$ cat config.mk
export PLATFORM = sky130hd
export DESIGN_NAME = sy_ppl_ras_ctrl
export DESIGN_NICKNAME = d
export VERILOG_FILES = /design/src/rtl/sy_ppl_ras_ctrl.sv
export SDC_FILE = /design/constraint.sdc
export NUM_CORES = 1
export LEC_CHECK = 0
export CORE_MARGIN = 8
export CORE_UTILIZATION = 50
export CTS_CLUSTER_DIAMETER = 30
export DETAILED_ROUTE_END_ITERATION = 6
export DONT_BUFFER_PORTS = 1
export GPL_TIMING_DRIVEN = 0
export PLACE_DENSITY = 0.61
export SLEW_MARGIN = 25
export SYNTH_ARGS = -nofsm -noshare
export SYNTH_HDL_FRONTEND = slang
export SYNTH_SLANG_ARGS = --single-unit
$ cat constraint.sdc
create_clock -name clk_i -period 11.9 [get_ports clk_i]
set_input_delay 1.19 -clock clk_i [delete_from_list [all_inputs] [get_ports clk_i]]
set_output_delay 1.19 -clock clk_i [all_outputs]
set_load 0.005 [all_outputs]
$ cat src/rtl/sy_ppl_ras_ctrl.sv
// rtl/sy_ppl_ras_ctrl.sv - return-address-stack controller with per-prediction checkpoints (optional SY_RAS_TOP_REPAIR_EN)

package sy_ppl_ras_pkg;
    typedef enum logic [2:0] {
        NORMAL    = 3'd0,
        BRANCH    = 3'd1,
        JUMP      = 3'd2,
        JALR      = 3'd3,
        CALL_JAL  = 3'd4,
        CALL_JALR = 3'd5,
        RET       = 3'd6
    } qdec_type_e;
endpackage

module sy_ppl_ras_ctrl
    import sy_ppl_ras_pkg::*;
#(
    parameter  int DEPTH = 8,
    parameter  int AWTH  = 32,
    localparam int PTR_W = $clog2(DEPTH),
    localparam int CNT_W = $clog2(DEPTH + 1)
) (
    input  logic             clk_i,
    input  logic             rst_i,
    input  logic             req_valid_i,
    input  qdec_type_e       instr_type_i,
    input  logic             instr_is_c_i,
    input  logic [AWTH-1:0]  vaddr_i,
    output logic             ret_valid_o,
    output logic [AWTH-1:0]  ret_addr_o,
    output logic [PTR_W-1:0] ckpt_ptr_o,
    output logic [CNT_W-1:0] ckpt_cnt_o,
    output logic [AWTH-1:0]  ckpt_top_o,
    input  logic             flush_i,
    input  logic [PTR_W-1:0] flush_ptr_i,
    input  logic [CNT_W-1:0] flush_cnt_i,
    input  logic [AWTH-1:0]  flush_top_i,
    output logic             full_o,
    output logic             empty_o
);

    localparam logic [PTR_W-1:0] TP_RST   = PTR_W'(DEPTH - 1);
    localparam logic [CNT_W-1:0] CNT_FULL = CNT_W'(DEPTH);

    logic [AWTH-1:0]  ras_q [DEPTH];
    logic [AWTH-1:0]  ras_d [DEPTH];
    logic [PTR_W-1:0] tp_q, tp_d;
    logic [CNT_W-1:0] cnt_q, cnt_d;

    logic             is_push;
    logic             is_pop;
    logic [PTR_W-1:0] push_ptr;
    logic [AWTH-1:0]  push_addr;

`ifndef SY_RAS_TOP_REPAIR_EN
    // Without top repair the checkpointed top value has no consumer.
    logic unused_flush_top;
    assign unused_flush_top = ^flush_top_i;
`endif

    assign is_push   = req_valid_i && ((instr_type_i == CALL_JAL) || (instr_type_i == CALL_JALR));
    assign is_pop    = req_valid_i && (instr_type_i == RET);
    assign push_ptr  = tp_q + PTR_W'(1);
    assign push_addr = vaddr_i + (instr_is_c_i ? AWTH'(2) : AWTH'(4));

    // Outputs all describe the stack as it stands before this cycle's request.
    assign ret_addr_o  = ras_q[tp_q];
    assign ret_valid_o = (cnt_q != '0);
    assign ckpt_ptr_o  = tp_q;
    assign ckpt_cnt_o  = cnt_q;
    assign ckpt_top_o  = ras_q[tp_q];
    assign full_o      = (cnt_q == CNT_FULL);
    assign empty_o     = (cnt_q == '0);

    // Next-state: flush wins over any request; a push on a full stack wraps over the oldest entry.
    always_comb begin
        tp_d  = tp_q;
        cnt_d = cnt_q;
        ras_d = ras_q;
        if (flush_i) begin
            tp_d  = flush_ptr_i;
            cnt_d = (flush_cnt_i > CNT_FULL) ? CNT_FULL : flush_cnt_i;
`ifdef SY_RAS_TOP_REPAIR_EN
            ras_d[flush_ptr_i] = flush_top_i;
`endif
        end else if (is_push) begin
            tp_d            = push_ptr;
            ras_d[push_ptr] = push_addr;
            cnt_d           = (cnt_q == CNT_FULL) ? CNT_FULL : cnt_q + CNT_W'(1);
        end else if (is_pop && (cnt_q != '0)) begin
            tp_d  = tp_q - PTR_W'(1);
            cnt_d = cnt_q - CNT_W'(1);
        end
    end

    // State register; reset parks tp on the last entry so the first push lands in entry 0.
    always_ff @(posedge clk_i or posedge rst_i) begin
        if (rst_i) begin
            tp_q  <= TP_RST;
            cnt_q <= '0;
            for (int i = 0; i < DEPTH; i++) begin
                ras_q[i] <= '0;
            end
        end else begin
            tp_q  <= tp_d;
            cnt_q <= cnt_d;
            for (int i = 0; i < DEPTH; i++) begin
                ras_q[i] <= ras_d[i];
            end
        end
    end

endmodule

==> results of run 1 <==
kinds of logic (layout without fill, tap and decap cells):
| group | Yosys count | after routing | share of synthesized area (%) |
|---|---|---|---|
| compound gates | 248 | 248 | 10.2 |
| mux | 120 | 120 | 16.7 |
| xor+xnor | 35 | 35 | 2.60 |
| flops | 263 | 263 | 53.1 |
| buf+inv | 111 | 220 | 5.04 |
| simple gates | 325 | 325 | 11.5 |
| fa+ha+maj | 7 | 7 | 0.767 |
worst max-delay path, delay by kind of cell (launching register included):
family,cells,cell delay (ps)
buffers and inverters,3,1460
muxes,2,760
DFF,1,670
layout by cell type (no fill, tap or decap), types with 18 or more instances in the layout:
| cell | synthesis | layout |
|---|---|---|
| a21oi_1 | 60 | 59 |
| buf_4 | 38 | 38 |
| clkbuf_1 | 45 | 48 |
| clkbuf_16 | 0 | 57 |
| clkinv_2 | 0 | 18 |
| dfrtp_1 | 260 | 260 |
| mux2_2 | 56 | 56 |
| mux4_2 | 64 | 64 |
| nand2_1 | 189 | 189 |
| nor2_1 | 74 | 74 |
| o21ai_0 | 172 | 172 |
| xor2_1 | 23 | 23 |
stage by stage:
stage	setup WS, ps	cells	cell area [um2]
after floorplan	3470	1109	12400
after global placement	366	1433	12800
after detailed placement	7750	1436	12900
after CTS	7260	1542	14800
after global routing	7170	1542	14800
final	7280	1542	14800
layout make-up:
class | count | area (um2) | share of cell area [%]
buffer | 103 | 594 | 4.02
clock buffer | 65 | 1510 | 10.2
clock inverter | 41 | 392 | 2.65
inverter | 8 | 37.5 | 0.254
multi-input combinational | 735 | 5180 | 35.1
sequential | 263 | 6590 | 44.5
tap | 324 | 405 | 2.74
timing repair buffer | 3 | 82.6 | 0.558
sequential cells by signal, indices dropped and copies added (netlist names):
signal      flops
ras_q         256
ckpt_cnt_o      4
ckpt_ptr_o      3
worst paths after layout:
check	startpoint	to	slack [ps]	cells past startpoint
max in group asynchronous	rst_i	ras_q[242]	10350	3
min in group clk_i	ras_q[112]	ras_q[112]	470	2
min	rst_i	ras_q[37]	470	1
max	ckpt_ptr_o[1]	ret_addr_o[7]	7280	5
max reg2reg	ckpt_ptr_o[1]	ras_q[37]	7700	9
min reg2reg	ras_q[112]	ras_q[112]	470	2
report_power, final:
| part | internal, mW | switching [mW] | leakage [nW] |
|---|---|---|---|
| Clock | 1.02 | 0.512 | 0.940 |
| Combinational | 0.358 | 0.323 | 2.19 |
| Sequential | 1.17 | 0.143 | 3.45 |
routing by layer:
layer / up-vias / global-route usage [%] / part of all wire, %
met5: - / 3.32 / 0.37
met4: 2 / 7.47 / 2.4
met3: 56 / 6.88 / 9.1
met2: 361 / 36.7 / 45
met1: 4720 / 32.6 / 43
li1: 4015 / - / -
==> flow_summary_export.csv, run 1 <==
group,metric,value,unit
power,max-vdd-ir-drop,0.136,mV
die,core_area,24300,um2
timing,final_hold_viol_count,0,
timing,drv_slew,0,
layout,num_antenna_cells,0,
synthesis,synth_ff_type,"dfrtp_1",
grt,grt_max_degree,87,
timing,post-route-period-util,38.8,%
timing,worstMarginPinSlew,1010,ps
die,fp.dieH,173,um
layout,num-fill-cells,2040,
synthesis,synth.top_cell.area_share,52.5,%
synthesis,ys_seq_elements,263,
timing,skew,10.6,ps
synthesis,synth_edf_count,0,
route,via_count,9154,
synthesis,yosysMostFrequentCell,"dfrtp_1",
synthesis,synthesis.area,12400,um2
die,initial_utilization,50.9,%
placed_design,port_buffers,0,
worst_setup_path,critical_path_class,"reg2out",
power,leakage,6.57,nW
clock_network,htree_levels,2,
clock_network,clock_latency,560,ps
clock_network,cts_resized,0,
route,drc,0,
timing,timing.hold.ws,473,ps
clock_network,cts_buffer_depth,3,
layout,final_nets,1256,
power,fin_total_pwr,3.52,mW
timing,timing.fmax,216,MHz
die,fp-row-count,57,
layout,syn_to_final_growth,19.3,%
route,drt-total-wl,35800,um
run,max_cap_viol_count,0,
clock_network,cts_buffers,56,
route,wire_per_inst,23.2,um
timing,tns,0,ps
synthesis,yosys-top-cells-count,"dfrtp_1, nand2_1, o21ai_0",
clock_network,cts_tree,"yes",
worst_setup_path,cp_max_fo,10,
layout,final_layout_size_suffix_gt1_share,24.5,%
worst_setup_path,cp.arrival,3430,ps
synthesis,synth_seq_area_share,53.1,%
worst_setup_path,worstPathCellList,"clkbuf_1, clkbuf_1, mux4_2, mux2_2, buf_4",
worst_setup_path,end_kind,"output pin",
synthesis,syn-instance-count,1109,
die,io_pins,153,
grt,antenna_found_initial,0,
route,drt_iter0_drc,757,
clock_network,ctsRootBufferMaster,"clkbuf_16",
placed_design,gp_congestion,0.823,
timing,setup_viol,0,
clock_network,clock-sinks,263,
synthesis,synth.distinct_cells,46,
die,fp.dieW,173,um
route,dr.pass1.iters,5,
timing,rsz0062_at_grt,"no",
outcome,outcome,"complete, no violations",
synthesis,synth_top_cell_by_area,"dfrtp_1",
route,vias_per_cell,5.94,
worst_setup_path,critPathMaxStageDelay,680,ps
power,p_per_area,238,nW/um2
die,die-area,30100,um2
clock_network,clk_pin_slew,50,ps
grt,grt_overflow,0,
synthesis,synth.yosys.warnings,0,
worst_setup_path,startpoint_type,"flop",
clock_network,post-cts-setup-buffer-count,0,
grt,gr-usage-all-layers,24.1,%
worst_setup_path,path_common_cell,"clkbuf_1",
synthesis,synth-async-reset-ratio,100,%
synthesis,yosys-top-cells-area,"dfrtp_1, mux4_2, o21ai_0, nand2_1, mux2_2",
synthesis,syn-num-nets,1195,
route,ant_nets,0,
placed_design,dpl.hpwl,23300,um
timing,min_period,4620,ps
grt,grt_pass1_vias,9633,
grt,grt_pass1_wl,56700,um
worst_setup_path,critPathRequiredTime,10710,ps
worst_hold_path,holdCritPathClass,"in2async",
worst_setup_path,crit_slowest_cell,"clkbuf_1",
timing,slew_headroom,32.7,%
clock_network,holdBufCountCts,0,
synthesis,syn-mean-instance-area,11.2,um2
layout,post-route-util,60.8,%
Power figures use the tool's default switching activity.
==> inputs of run 2 (changes only) <==
- PLACE_DENSITY: 0.61 -> 0.64
- clock period: 11.9 -> 4.09 ns (I/O delays scaled with it)
==> run 2 against run 1 <==
Compared with the run above:
- utilization rose by 1.0 points
- worst hold slack got worse by 440 ps
- clock skew rose by 3.2 ps
- cell area rose by 1.7%
- critical path depth rose by 4
- clock power rose to 3.0 times the previous value
- sequential share of layout area fell by 0.74 points
- worst setup slack got worse by 6800 ps
- sequential cell count did not move
- global-route usage rose by 0.24 points
- cell count rose by 0.84%
- largest cell class unchanged
- largest power group unchanged
- highest routed layer is now met4
==> flow_summary_export.csv, run 2 (same netlist as run 1, synthesis figures left out) <==
group,metric,value,unit
power,max-vdd-ir-drop,0.387,mV
clock_network,post-cts-setup-buffer-count,0,
die,core_area,24300,um2
power,fin_total_pwr,10.4,mW
worst_setup_path,startpoint_type,"flop",
worst_setup_path,critPathRequiredTime,4480,ps
run,max_cap_viol_count,0,
timing,timing.fmax,276,MHz
layout,final_layout_size_suffix_gt1_share,24.5,%
grt,grt_pass1_vias,9635,
grt,gr-usage-all-layers,24.3,%
die,die-area,30100,um2
worst_hold_path,holdCritPathClass,"in2reg",
route,drt-total-wl,36400,um
die,fp.dieW,173,um
layout,final_cell_mix,"dfrtp_1, nand2_1, o21ai_0, nor2_1, mux4_2",
die,fp.dieH,173,um
clock_network,cts_buffer_depth,3,
placed_design,pre_cts_ws,12.5,ps
timing,skew,13.8,ps
placed_design,gp_congestion,0.849,
timing,setup_viol,0,
power,p_per_area,691,nW/um2
layout,final_nets,1271,
timing,drv_slew,0,
timing,min_period,3630,ps
layout,largest_reg_flops,256,
clock_network,htree_levels,2,
die,initial_utilization,50.9,%
route,drt_iter0_drc,784,
worst_setup_path,end_kind,"flop",
timing,post-route-period-util,88.7,%
die,io_pins,153,
route,vias_per_cell,5.96,
layout,final_common_cell,"dfrtp_1",
grt,grt_pass1_wl,57400,um
die,fp-row-count,57,
timing,worstMarginPinSlew,954,ps
clock_network,clock-sinks,263,
clock_network,cts_tree,"yes",
route,via_count,9268,
route,ant_nets,0,
timing,rsz0062_at_grt,"no",
grt,grt_max_degree,32,
worst_setup_path,cp.arrival,4020,ps
timing,worst_slack,461,ps
route,drc,0,
grt,grt_overflow,0,
placed_design,port_buffers,0,
clock_network,cts_buffers,55,
clock_network,ctsRootBufferMaster,"clkbuf_16",
clock_network,clock_latency,550,ps
timing,tns,0,ps
clock_network,clk_pin_slew,50,ps
timing,slew_headroom,36.4,%
layout,num_antenna_cells,0,
route,wire_per_inst,23.4,um
outcome,outcome,"complete, no violations",
layout,syn_to_final_growth,21.4,%
route,dr.pass1.iters,5,
power,leakage,6.66,nW
placed_design,dpl.hpwl,23700,um
worst_setup_path,critical_path_class,"reg2reg",
timing,final_hold_viol_count,0,
grt,antenna_found_initial,0,
worst_setup_path,cp_max_fo,10,
layout,post-route-util,61.8,%
layout,regMostFlops,"ras_q",
[run 2: changes by cell type in the layout (fill, tap and decap cells not counted), moves of 2 or more]
cell           before  now
clkbuf_2            0    3
clkbuf_1           48   50
buf_12              0    7
clkinvlp_4          5    8
dlygate4sd3_1       0    9
clkinv_2           18    7
[run 2: worst paths after layout]
| kind | from | to | slack (ps) | cells past startpoint |
|---|---|---|---|---|
| max reg2reg | ckpt_ptr_o[1] | ras_q[53] | 460 | 9 |
| max | ckpt_ptr_o[1] | ras_q[53] | 460 | 9 |
| min in group asynchronous | rst_i | ras_q[160] | 360 | 2 |
| min | flush_cnt_i[3] | ckpt_cnt_o[0] | 40 | 2 |
| min reg2reg | ras_q[174] | ras_q[174] | 470 | 2 |
| max in group asynchronous | rst_i | ras_q[7] | 2440 | 7 |
[run 2: final cells by class]
cell class                 count  area, um2
sequential                   263       6590
buffer                       103        598
timing repair buffer          19        313
fill                        1933       9280
inverter                       8       33.8
clock buffer                  70       1540
tap                          324        405
multi-input combinational    735       5180
clock inverter                33        382
[run 2: worst max-delay path, cell delays in order, from the launching register on]
cell	delay, ps
dfstp_2	650
clkbuf_2	380
clkbuf_2	400
inv_1	80
ha_1	270
buf_1	410
nand3_1	440
clkbuf_1	490
nand2_1	210
o21ai_0	120
[run 2: what timing repair did]
action                                  4_1_cts  5_1_grt
hold buffers                                  9        0
hold endpoints to repair                     31        0
resized for setup                             1        2
endpoints found under the setup margin        2        1
[run 2: stage by stage]
stage | hold WS (ps) | instance area (um2) | cells
floorplan | 445 | 12400 | 1109
global placement | 457 | 12800 | 1433
detailed placement | 328 | 13000 | 1443
CTS | 25.0 | 15000 | 1555
global route | 36.1 | 15000 | 1555
finish | 37.1 | 15000 | 1555
[run 2: where the power goes]
| part | total (mW) | switching, mW | internal, mW |
|---|---|---|---|
| combinational | 2.02 | 0.958 | 1.06 |
| sequential | 3.83 | 0.423 | 3.41 |
| clock | 4.53 | 1.49 | 3.04 |
| total | 10.4 | 2.87 | 7.51 |
[run 2: routing by layer]
metal | wire length [um] | track usage (%) | share of wire [%]
met1 | 15500 | 33.1 | 42
met2 | 17000 | 37.8 | 47
met3 | 3300 | 6.34 | 9.0
met4 | 684 | 7.22 | 1.9
met5 | 0 | 0 | 0
==> inputs of run 3 (changes only) <==
- CORE_UTILIZATION: 50 -> 58
- PLACE_DENSITY: 0.64 -> 0.8
==> run 3 against run 2 <==
Compared with the run above:
- total power decreased by 3.9%
- register-to-register slack got worse by 130 ps
- sequential share of layout area grew 0.78 points
- combinational power hardly changed
- fmax shrank 3.4%
- clock skew shrank 3.1 ps
- wire length fell by 1.8%
- cell area fell by 1.8%
- sequential cell count did not move
- worst hold slack got worse by 12 ps
- critical path depth down 1
==> flow_summary_export.csv, run 3 (same netlist as run 1, synthesis figures left out) <==
group,metric,value,unit
layout,stdcell_count,1497,
layout,final_nets,1266,
die,core_area,21000,um2
placed_design,placed_cell_area,13000,um2
grt,gr-usage-all-layers,27.4,%
run,max_cap_viol_count,0,
outcome,outcome,"complete, no violations",
power,leakage,6.59,nW
clock_network,cts_tree,"yes",
grt,grtUsageMet1,34.1,%
power,max-vdd-ir-drop,0.377,mV
power,netSwitchingPower,2.86,mW
die,die-area,26300,um2
timing,min_period,3760,ps
die,io_pins,153,
placed_design,port_buffers,0,
layout,largest_reg_flops,256,
die,initial_utilization,58.9,%
timing,skew,10.7,ps
route,drt-total-wl,35800,um
placed_design,gp_congestion,0.858,
clock_network,ctsRootBufferMaster,"clkbuf_16",
grt,grt_pass1_wl,56000,um
grt,grt_use_met2,43.3,%
power,seqPwrFrac,38.8,%
timing,post-route-period-util,91.8,%
timing,timing.fmax,266,MHz
die,fp.dieH,162,um
layout,num_antenna_cells,0,
layout,post-route-util,70.3,%
clock_network,clock_latency,540,ps
worst_setup_path,end_kind,"flop",
route,drt_iter0_drc,1087,
grt,top_usage_layer,"met2",
power,fin_total_pwr,9.98,mW
worst_setup_path,cp.arrival,4170,ps
timing,setup_viol,0,
clock_network,post-cts-setup-buffer-count,0,
layout,multiInputGateArea,5180,um2
timing,slew_headroom,34.8,%
placed_design,dpl.hpwl,23700,um
timing,final_hold_viol_count,0,
route,wire_per_inst,23.9,um
worst_setup_path,cp_max_fo,10,
die,fp.dieW,162,um
timing,tns,0,ps
clock_network,cts_buffers,52,
route,ant_nets,0,
layout,num-fill-cells,1404,
placed_design,pre_cts_ws,89.3,ps
clock_network,cts_buffer_depth,3,
grt,antenna_found_initial,0,
timing,rsz0062_at_grt,"no",
layout,final_layout_size_suffix_gt1_share,24.0,%
clock_network,htree_levels,2,
timing,worstMarginPinSlew,979,ps
placed_design,dp_cells,1395,
layout,final_cell_mix,"dfrtp_1, nand2_1, o21ai_0, nor2_1, mux4_2",
grt,grtUsageMet3,9.62,%
worst_hold_path,holdCritPathClass,"in2reg",
clock_network,clock-sinks,263,
worst_setup_path,startpoint_type,"flop",
power,p_int,7.12,mW
power,p_comb_share,20.5,%
clock_network,clk_pin_slew,50,ps
power,switching_share,28.6,%
route,vias_per_cell,6.35,
route,drc,0,
worst_setup_path,critPathRequiredTime,4500,ps
layout,syn_to_final_growth,19.2,%
route,via_count,9506,
layout,stdcell_area,14800,um2
power,clkPwrFrac,40.8,%
timing,drv_slew,0,
grt,grt_overflow,0,
layout,final_common_cell,"dfrtp_1",
timing,timing.hold.ws,25.5,ps
grt,grt_max_degree,32,
grt,grt_pass1_vias,10100,
timing,worst_slack,333,ps
route,dr.pass1.iters,6,
layout,regMostFlops,"ras_q",
power,p_per_area,676,nW/um2
worst_setup_path,critical_path_class,"reg2reg",
die,fp-row-count,53,
layout,regArea,6590,um2
[run 3: critical path, stage by stage, from the launching register on]
cell      delay (ps)
dfstp_2          630
clkbuf_2         360
clkbuf_1         590
inv_1            100
ha_1             290
buf_1            420
nand3_1          460
clkbuf_1         410
mux2_2           360
[run 3: path summary, 6_finish.rpt]
check,startpoint,endpoint,slack (ps),cells past startpoint
max,ckpt_ptr_o[1],ras_q[129],330,8
min,vaddr_i[0],ras_q[96],30,1
max reg2reg,ckpt_ptr_o[1],ras_q[129],330,8
min reg2reg,ras_q[3],ras_q[3],470,2
max in group asynchronous,rst_i,ras_q[170],2110,8
min in group asynchronous,rst_i,ras_q[28],420,2
[run 3: repair_timing]
| action | in CTS | in global routing |
|---|---|---|
| hold buffers | 5 | 1 |
| hold endpoints to repair | 20 | 1 |
| endpoints found under the setup margin | 0 | 62 |
| gates resized for setup | 0 | 2 |
[run 3: routing by layer]
metal,vias up,part of all wire [%]
met4,0,2.8
met2,579,48
met1,4820,38
met5,-,0
li1,4018,-
met3,89,12
[run 3: area by class of cell]
cell class / instances / area share (%)
inverter: 8 / 0.229
timing repair buffer: 17 / 2.25
tap: 275 / 2.33
multi-input combinational: 735 / 35.1
clock buffer: 63 / 9.50
buffer: 103 / 4.03
sequential: 263 / 44.6
clock inverter: 33 / 2.01
[run 3: power groups by stage]
stage	logic [mW]	clock network [mW]	registers (mW)
2_1_floorplan	1.62	0	3.72
3_3_place_gp	1.91	0	3.82
3_5_place_dp	2.03	0	3.87
4_1_cts	2.06	4.09	3.85
5_1_grt	2.26	4.21	3.94
6_report	2.04	4.07	3.87
